==> src/rtl/riscv_trace_buffer.sv <==
// Timestamped tracer for RISC-V register-writeback and data-memory side-band traffic.
// Records are queued in a DEPTH-entry FIFO and drained through a valid/ready port.
module riscv_trace_buffer #(
    parameter int DEPTH   = 16,
    parameter int ADDR_W  = 9,
    parameter int TS_W    = 16,
    parameter int SKIP_X0 = 1
) (
    input  logic                       clk,
    input  logic                       rst,
    input  logic                       cfg_reg_en,
    input  logic                       cfg_mem_en,
    input  logic                       RegWriteSignal,
    input  logic [4:0]                 RegNum,
    input  logic [31:0]                RegData,
    input  logic                       WriteEnable,
    input  logic                       ReadEnable,
    input  logic [ADDR_W-1:0]          Address,
    input  logic [31:0]                WRData,
    input  logic [31:0]                RDData,
    output logic                       trace_valid,
    input  logic                       trace_ready,
    output logic [2:0]                 trace_kind,
    output logic [4:0]                 trace_reg_num,
    output logic [31:0]                trace_reg_data,
    output logic [ADDR_W-1:0]          trace_mem_addr,
    output logic [31:0]                trace_mem_data,
    output logic [TS_W-1:0]            trace_ts,
    output logic [$clog2(DEPTH):0]     level,
    output logic [15:0]                drop_count,
    output logic                       conflict
);
    localparam int PTR_W = $clog2(DEPTH);
    localparam int LVL_W = PTR_W + 1;
    localparam int REC_W = 3 + 5 + 32 + ADDR_W + 32 + TS_W;
    localparam logic [LVL_W-1:0] LVL_FULL = LVL_W'(DEPTH);

    logic [TS_W-1:0]  r_ts;
    logic [PTR_W-1:0] r_wr_ptr;
    logic [PTR_W-1:0] r_rd_ptr;
    logic [LVL_W-1:0] r_level;
    logic [15:0]      r_drop;
    logic             r_conflict;
    logic [REC_W-1:0] r_mem [DEPTH];

    logic             w_x0;
    logic             w_reg_hit;
    logic             w_wr_hit;
    logic             w_rd_hit;
    logic             w_mem_hit;
    logic             w_push;
    logic             w_pop;
    logic             w_accept;
    logic [REC_W-1:0] w_rec;
    logic [REC_W-1:0] w_head;

    assign w_x0      = (SKIP_X0 != 0) && (RegNum == 5'd0);
    assign w_reg_hit = cfg_reg_en & RegWriteSignal & ~w_x0;
    assign w_wr_hit  = cfg_mem_en & WriteEnable & ~ReadEnable;
    assign w_rd_hit  = cfg_mem_en & ReadEnable & ~WriteEnable;
    assign w_mem_hit = w_wr_hit | w_rd_hit;
    assign w_push    = w_reg_hit | w_mem_hit;

    assign trace_valid = (r_level != '0);
    assign w_pop       = trace_valid & trace_ready;
    // A full FIFO still takes the new record when the head leaves on the same edge.
    assign w_accept    = w_push & ((r_level != LVL_FULL) | w_pop);

    assign w_rec = {w_reg_hit, w_wr_hit, w_rd_hit,
                    w_reg_hit ? RegNum  : 5'd0,
                    w_reg_hit ? RegData : 32'd0,
                    w_mem_hit ? Address : {ADDR_W{1'b0}},
                    w_wr_hit  ? WRData  : (w_rd_hit ? RDData : 32'd0),
                    r_ts};

    // Storage is left unreset; outputs are masked while empty instead.
    assign w_head = trace_valid ? r_mem[r_rd_ptr] : '0;
    assign {trace_kind, trace_reg_num, trace_reg_data,
            trace_mem_addr, trace_mem_data, trace_ts} = w_head;

    assign level      = r_level;
    assign drop_count = r_drop;
    assign conflict   = r_conflict;

    always_ff @(posedge clk) begin
        if (w_accept) begin
            r_mem[r_wr_ptr] <= w_rec;
        end
    end

    always_ff @(posedge clk or posedge rst) begin
        if (rst) begin
            r_ts       <= '0;
            r_wr_ptr   <= '0;
            r_rd_ptr   <= '0;
            r_level    <= '0;
            r_drop     <= '0;
            r_conflict <= 1'b0;
        end else begin
            r_ts <= r_ts + 1'b1;
            if (w_accept) begin
                r_wr_ptr <= r_wr_ptr + 1'b1;
            end
            if (w_pop) begin
                r_rd_ptr <= r_rd_ptr + 1'b1;
            end
            case ({w_accept, w_pop})
                2'b10:   r_level <= r_level + 1'b1;
                2'b01:   r_level <= r_level - 1'b1;
                default: r_level <= r_level;
            endcase
            if (w_push && !w_accept && (r_drop != 16'hFFFF)) begin
                r_drop <= r_drop + 1'b1;
            end
            if (WriteEnable && ReadEnable) begin
                r_conflict <= 1'b1;
            end
        end
    end
endmodule

==> config.mk <==
export PLATFORM = sky130hd
export DESIGN_NAME = riscv_trace_buffer
export DESIGN_NICKNAME = d
export VERILOG_FILES = /design/src/rtl/riscv_trace_buffer.sv
export SDC_FILE = /design/constraint.sdc
export NUM_CORES = 1
export LEC_CHECK = 0
export CORE_AREA = 3 3 501 503
export CTS_CLUSTER_DIAMETER = 60
export DETAILED_ROUTE_END_ITERATION = 7
export DIE_AREA = 0 0 504 506
export PLACE_DENSITY = 0.45
export SYNTH_ARGS = -nofsm -noshare
export SYNTH_HDL_FRONTEND = slang
export SYNTH_SLANG_ARGS = --single-unit
==> constraint.sdc <==
create_clock -name clk -period 3.55 [get_ports clk]
set_input_delay 0.355 -clock clk [delete_from_list [all_inputs] [get_ports clk]]
set_output_delay 0.355 -clock clk [all_outputs]
set_load 0.1 [all_outputs]
==> metrics.md <==
| Metric | Value |
|---|---|
| Max Freq | `271.1 MHz` |
| First-pass GRT wire length | `244400 um` |
| Seq cells post-synth | `1598` |
| Warnings from Yosys | `0` |
| Placer Congestion | `roughly 0.7` |
| Yosys top cell by area | `edfxtp_1` |
| Critical path type | `reg -> out` |
| Port Buf Inserts | `around 240` |
| RSZ-0062 raised after global routing | `yes` |
| Synthesized area | `61730 sq um` |
| Row count | `182` |
| Pins Over Slew Limit | `0` |
| PwrDens | `967.1 nW/um^2` |
| Core Box Area | `246400 sq um` |
| Startpoint Class | `flop` |
| Synth Area in Compound Gates | `0.7175%` |
| Synth Area in Adders | `0.1824%` |
| CP peak stage delay | `around 0.53 ns` |
| Initial antenna violation count | `11` |
| Outcome | `complete, but fails checks` |
| Top post-synthesis cells by area | `edfxtp_1 75%, mux4_2 18%, dfrtp_1 1.9%, and2_1 1.5%, clkbuf_1 0.48%` |
| Final period util | `103.9%` |
| Vias post-DR | `about 29000` |
| WL per Instance | `26.39 um` |
| Post-route ant nets | `0` |
| Wirelength, routed | `about 170000 um` |
| Worst reg-to-reg path cell count | `8` |
| Measured slew at the worst slew-check pin | `1.032 ns` |
| Clock skew | `0.06325 ns` |
| Endpoint class of the critical path | `output port` |
| Final hold slack | `around 0.26 ns` |
| Critical path fanouts, max | `6` |
| Leak pwr | `between 0.02 and 0.03 uW` |
| Reg2reg start | `level[1]` |
| Synth Area per Inst | `around 24 sq um` |
| Vias per std cell | `roughly 4.4` |
| Post-DP HPWL | `96480 um` |
| Final Hold Fails | `0` |
| Vias in the first global route | `31176` |
| Worst skew pair latency | `0.83 ns` |
| Grt total ovfl | `0` |
| CTS tree | `done` |
| Total power | `76650 uW` |
| Failing checks | `negative setup slack` |
| Final setup TNS | `-7.335 ns` |
| H-Tree Depth | `4` |
| Fillers | `23425` |
| Crit path required time | `between 3 and 4 ns` |
| Die Wd | `between 500 and 600 um` |
| Initial core utilization | `25.05%` |
| Setup ws final | `-0.1389 ns` |
| Worst min path class | `in -> reg` |
| Crit path launch | `r_rd_ptr[0]` |
| Worst rel slew slack | `30.95%` |
| Largest family of logic cells by synthesized area | `multiplexers` |
| Initial DRC count | `2584` |
| Placed cell area | `70960 sq um` |
| Setup violators final | `95` |
| Ratio of cells with drive above 1 in the final layout | `37.56%` |
| Storage cell area | `47770 sq um` |
| Seq/Total Area, Yosys | `77.36%` |
| Fin area | `79260 sq um` |
| Mux cell area share after synthesis | `roughly 18%` |
| Largest net degree at the start of global routing | `between 80 and 90` |
| Clock buffer depth | `3` |
| Worst path slowest cell | `mux4_2` |
| Library cells used by synthesis | `between 40 and 50` |
| Top_reg_cell synth | `edfxtp_1` |
| Clock Sink Count | `1598` |
| Gr usage total | `about an eighth` |
| Root Driver | `clkbuf_16` |
| Area Growth Syn to Fin | `28.39%` |
| Most frequent CP cell | `buf_12` |
| Flop2flop setup slack | `0.62 ns` |
| DRC Markers | `0` |
| # nets final | `roughly 3200` |
| Peak supply drop | `slightly above 0.6 mV` |
| Commonest cells post-synth | `1552 x edfxtp_1, 485 x mux4_2, 144 x and2_1` |
| Beginning of the worst hold path | `WriteEnable` |
| DRT Pass-1 Iters | `5` |
| Post-synth top area share | `75.50%` |
| WP data arrival | `3.33 ns` |
| Syn nets | `2694` |
| Inserted Clock Buffers | `about 180` |
| Tmin final | `3.689 ns` |
| Simple logic cell fraction of the synthesized area | `2.309%` |
| Die Ht | `around 510 um` |
| Critical path, cell by cell | `buf_12 -> buf_16 -> buf_12 -> buf_12 -> mux4_2 -> mux4_2 -> and2_4 -> buf_12` |
| Cells after Synth | `2567` |
| Worst Hold Path Cells | `2` |
| # IOs | `roughly 240` |
| Post-synth EDFFs | `between 1500 and 2000` |
| Worst-path clk slew | `0.06 ns` |
| Max Cap Violations | `0` |
| Area occupied by multi-input gates | `13600 sq um` |
| Die ar. | `255000 sq um` |
| Top-count cell post-synth | `edfxtp_1` |
| XOR/XNOR Fraction of Synth Area | `less than 1%` |
| Ys async rst share | `2.879%` |
routing by layer:
metal / part of all wire [%] / global-route usage, %
met1: 46 / 18.94
met2: 48 / 21.27
met3: 4.5 / 2.441
met4: 1.7 / 3.190
met5: 0.0063 / 0
flip-flops by register name, summed over array words and instances (netlist names):
| name | count |
|---|---|
| r_mem | 1552 |
| level | 5 |
| conflict | 1 |
| drop_count | 16 |
| r_ts | 16 |
| r_wr_ptr | 4 |
| r_rd_ptr | 4 |
cells by family (layout without fill, tap and decap cells):
group,count (synthesis),count (layout)
flip-flops,1598,1598
XOR/XNOR,40,40
multiplexers,489,489
AO/OA/AOI/OAI,51,51
other,0,3
AND/OR/NAND/NOR,235,235
adder cells (fa/ha/maj),9,9
buffers and inverters,145,834
what timing repair did:
action                     in CTS  in global routing
cloned                         31                 14
resized for setup             177                 44
hold buffers                    1                  0
setup endpoints to repair      97                 97
buffers inserted               40                 10
hold endpoints to repair       24                  0
path summary, 6_finish.rpt:
| path | end |
|---|---|
| worst min register to register | conflict |
| worst max-delay path | trace_mem_data[14] |
| worst max register to register | r_mem[1][66] |
| worst min-delay path | conflict |
| max in group asynchronous | r_ts[7] |
| min in group asynchronous | drop_count[15] |
area by class of cell:
class	count	share of cell area [%]
Antenna cell	3	0.009472
Clock buffer	225	6.105
Clock inverter	112	1.389
Inverter	10	0.04736
Multi-Input combinational cell	824	17.16
Sequential cell	1598	60.27
Tap cell	3312	5.229
Timing Repair Buffer	487	9.783
report_power, final:
group	internal (uW)	switching, uW
logic	15700	19600
clock network	10600	7820
registers	22400	570
total	48600	28000
metrics by stage:
stage / utilization [%] / cells / setup slack [ns]
after floorplan: - / 2567 / -0.03106
after global placement: 28.80 / 6142 / 0.2181
after detailed placement: 28.80 / 6142 / 0.2708
after CTS: 31.96 / 6551 / -0.3076
after global routing: 32.16 / 6569 / -0.2756
final: 32.17 / 6571 / -0.1389
placed cells by master (no fill, tap or decap), types with 18 or more instances in the layout:
| cell | n |
|---|---|
| clkbuf_1 | 33 |
| clkdlybuf4s50_1 | 139 |
| and2_1 | 35 |
| and3_1 | 19 |
| buf_4 | 75 |
| xor2_1 | 18 |
| clkbuf_16 | 198 |
| a22o_1 | 32 |
| clkinv_2 | 24 |
| xnor2_1 | 21 |
| dfrtp_1 | 42 |
| clkinv_1 | 43 |
| buf_16 | 50 |
| and2_4 | 109 |
| mux4_2 | 485 |
| buf_12 | 191 |
| edfxtp_1 | 1552 |
worst max-delay path: cells and delay by family, from the launching register on:
family	cells	cell delay [ns]
muxes	2	1.06
buffers and inverters	5	0.76
DFF	1	0.46
and+or+nand+nor	1	0.20
Power figures use the tool's default switching activity.
